$ cat src/rtl/posit_delay_line.sv
// Fixed-depth delay line: resettable valid bits alongside an unreset data pipe.
// Latency DEPTH cycles; no backpressure, one entry accepted every cycle.
module posit_delay_line #(
    parameter int WIDTH = 32,
    parameter int DEPTH = 4
) (
    input  logic             clk,
    input  logic             rst_n,
    input  logic             clear,
    input  logic             in_valid,
    input  logic [WIDTH-1:0] in_data,
    output logic             out_valid,
    output logic [WIDTH-1:0] out_data,
    output logic             busy
);

    logic [DEPTH-1:0] vld_sr;
    logic [WIDTH-1:0] dat_sr [DEPTH];

    always_ff @(posedge clk or negedge rst_n) begin
        if (!rst_n) begin
            vld_sr <= '0;
        end else if (clear) begin
            vld_sr <= '0;
        end else begin
            vld_sr[0] <= in_valid;
            for (int i = 1; i < DEPTH; i++) begin
                vld_sr[i] <= vld_sr[i-1];
            end
        end
    end

    // Data is only meaningful when its valid bit is set, so it needs no reset.
    always_ff @(posedge clk) begin
        dat_sr[0] <= in_data;
        for (int i = 1; i < DEPTH; i++) begin
            dat_sr[i] <= dat_sr[i-1];
        end
    end

    assign out_valid = vld_sr[DEPTH-1];
    assign out_data  = dat_sr[DEPTH-1];
    assign busy      = |vld_sr;

endmodule

$ cat config.mk
export PLATFORM = sky130hd
export DESIGN_NAME = posit_delay_line
export DESIGN_NICKNAME = d
export VERILOG_FILES = /design/src/rtl/posit_delay_line.sv
export SDC_FILE = /design/constraint.sdc
export NUM_CORES = 1
export LEC_CHECK = 0
export BUFFER_PORTS_ARGS = -buffer_cell sky130_fd_sc_hd__buf_2
export CAP_MARGIN = 5
export CORE_ASPECT_RATIO = 2
export CORE_UTILIZATION = 50
export DETAILED_ROUTE_END_ITERATION = 6
export PLACE_DENSITY = 0.76
export SLEW_MARGIN = 40
export SYNTH_ARGS = -nofsm -noshare
export SYNTH_HDL_FRONTEND = slang
export SYNTH_SLANG_ARGS = --single-unit
export TNS_END_PERCENT = 10
$ cat constraint.sdc
create_clock -name clk -period 2.95 [get_ports clk]
set_input_delay 0.4425 -clock clk [delete_from_list [all_inputs] [get_ports clk]]
set_output_delay 0.4425 -clock clk [all_outputs]
set_load 0.01 [all_outputs]
==> results.sh <==
export IMPL_via_count=1179
export IMPL_avgSynthCellArea_um2=19.67
export IMPL_postCtsSetupBuffers=0
export IMPL_clockBufferDepth=2
export IMPL_dr_pass1_iters=3
export IMPL_grt_overflow=0
export IMPL_clock_latency_ns=0.49
export IMPL_drive_above_1_share=0.4184
export IMPL_htree_levels=4
export IMPL_slew_viol_final=0
export IMPL_finalClockSkew_ns=0.01194
export IMPL_drtAntennaViolNets=0
export IMPL_route_detailed_drc=0
export IMPL_switching_power_uw=754.3
export IMPL_synth_xor_area_share=0
export IMPL_vias_per_cell=3.970
export IMPL_clkPwrFrac=0.498
export IMPL_required_ns=2.51
export IMPL_grt_antenna_before_repair=0
export IMPL_yosys_top_cells_area="dfxtp_1, dfrtp_1, nor2b_1"
export IMPL_grt_use_total=0.1427
export IMPL_period_share=0.6709
export IMPL_maxCapViolations=0
export IMPL_ioPinCount=70
export IMPL_finalSetupTns_ns=0
export IMPL_gp_congestion=0.5791
export IMPL_die_width_um=53.92
export IMPL_regToRegEndpoint="vld_sr[2]$_DFF_PN0_"
export IMPL_clk_pin_slew_ns=0.06
export IMPL_intPower_uw=3158
export IMPL_dieArea_mm2=0.005706
export IMPL_period_minus_slack_ns=1.979
export IMPL_swShare=0.1928
export IMPL_worstMarginPinSlew_ns=0.2713
export IMPL_first_iter_violations=17
export IMPL_worstSetupStartpoint="vld_sr[1]$_DFF_PN0_"
export IMPL_setup_viol=0
export IMPL_grt_pass1_wl_mm=5.064
export IMPL_crit_family="simple AND/OR/NAND/NOR gates"
export IMPL_ir_worst_vdd_mv=0.9162
export IMPL_core_area_mm2=0.005185
export IMPL_fillerInstances=365
export IMPL_crit_slowest_cell="or4_1"
export IMPL_final_nets=262
export IMPL_final_common_cell="dfxtp_1"
export IMPL_antenna_diode_count=0
export IMPL_cts_tree="yes"
export IMPL_finalHoldViolCount=0
export IMPL_holdPathEnd="dat_sr[0][26]$_DFF_P_"
export IMPL_synth_compound_area_share=0
export IMPL_area_growth_pct=37.28
export IMPL_path_class="reg2out"
export IMPL_yosys_area_share_simple=0.01207
export IMPL_seqPwrFrac=0.486
export IMPL_outcome="finished clean"
export IMPL_min_from="in_data[26]"
export IMPL_seq_area_mm2=0.002663
export IMPL_crit_cells=2
export IMPL_netlist_area_mm2=0.002695
export IMPL_portBuffers=69
export IMPL_grt_max_degree=17
export IMPL_crit_path_end_kind="output pin"
export IMPL_synthMuxAreaShare=0
export IMPL_relSlewSlack=0.8192
export IMPL_synth_distinct_cells=4
export IMPL_hold_depth=1
export IMPL_wl_per_cell_um=11.36
export IMPL_final_cell_mix="dfxtp_1, buf_2, clkbuf_16"
export IMPL_synth_top_area_cell="dfxtp_1"
export IMPL_critical_path_buf_inv_count=1
export IMPL_p_leak_uw=0.001698
export IMPL_p_per_area_mw_per_mm2=1057
export IMPL_synth_top_family_by_area="simple AND/OR/NAND/NOR gates"
export IMPL_start_util=0.5198
export IMPL_drt_wl_total_mm=3.373
export IMPL_syn_nets=173
export IMPL_multi_input_area_um2=32.53
export IMPL_clock_root_buffer="clkbuf_8"
export IMPL_holdCritPathClass="in2reg"
export IMPL_grt_setup_unrepaired="false"
export IMPL_seq_area_frac_synth=0.9879
export IMPL_worstPathCellList="or4_1 > buf_2"
export IMPL_dp_hpwl_mm=1.987
export IMPL_fp_dieH_um=105.8
export IMPL_clock_fmax_mhz=505.3
export IMPL_synth_fa_ha_area_frac=0
export IMPL_rr_worst_depth=1
export IMPL_r2r_start="vld_sr[1]$_DFF_PN0_"
export IMPL_cts_sinks=132
export IMPL_ys_seq_elements=132
export IMPL_startpoint_type="flop"
export IMPL_ys_warn_count=0
export IMPL_hold_buffers=1
export IMPL_netlist_area_leader_share=0.9508
export IMPL_critPathMaxStageDelay_ns=0.52
export IMPL_cts_buffers=17
export IMPL_cp_arrival_ns=1.54
export IMPL_design_area_mm2=0.003700
export IMPL_first_global_vias=1206
export IMPL_placed_cell_area_mm2=0.003113
export IMPL_reg2reg_setup_slack_ns=2.32
export IMPL_cts_resized=0
export IMPL_p_comb_frac=0.016
export IMPL_critPathMaxFanout=2
export IMPL_postSynthCellCount=137
export IMPL_fp_row_count=37
==> final cells by class <==
| class | count | area share |
|---|---|---|
| Sequential cell | 132 | 0.7196 |
| Clock buffer | 20 | 0.1204 |
| Timing Repair Buffer | 70 | 0.09604 |
| Clock inverter | 12 | 0.03551 |
| Tap cell | 58 | 0.01961 |
| Multi-Input combinational cell | 5 | 0.008793 |
==> through the flow <==
step	std cells	setup slack [ns]	utilization	power [uW]	hold WS [ns]
global route	297	0.8907	0.7136	4069	0.01143
finish	297	0.9709	0.7136	3912	0.04270
detailed placement	264	1.483	0.6004	2002	0.2520
CTS	297	0.9385	0.7136	3964	0.01244
floorplan	137	1.590	-	1948	0.1469
global placement	264	1.516	0.6004	1995	0.2439
==> worst max path at each step <==
stage / endpoint / slack [ns]
final: busy / 0.97
after global routing: busy / 0.89
after CTS: busy / 0.94
after detailed placement: busy / 1.48
after global placement: busy / 1.52
after floorplan: busy / 1.59
==> per-layer routing <==
layer,share of wire,vias to the layer above,global-route usage
li1,-,606,-
met1,0.37,525,0.1094
met2,0.55,44,0.2222
met3,0.059,4,0.09524
met4,0.017,0,0.1241
met5,0,-,0
==> cell usage after synthesis, drive strengths merged <==
cell type,count
dfrtp,4
dfxtp,128
nor2b,4
or4,1
==> power groups by stage <==
stage | logic [uW] | clock network [uW] | registers (uW)
after detailed placement | 62.9 | 0 | 1940
after global placement | 61.4 | 0 | 1930
after floorplan | 2.96 | 0 | 1940
final | 63.0 | 1950 | 1900
after global routing | 70.2 | 2090 | 1910
after CTS | 64.3 | 2000 | 1900
==> state kept, by name (all words and copies together), names as in the netlist <==
| signal | cells |
|---|---|
| dat_sr | 128 |
| vld_sr | 4 |
==> kinds of logic after synthesis <==
kind of cell,after synthesis
flip-flops,132
AND/OR/NAND/NOR,5
No activity file was read; power rests on OpenSTA's default activity.
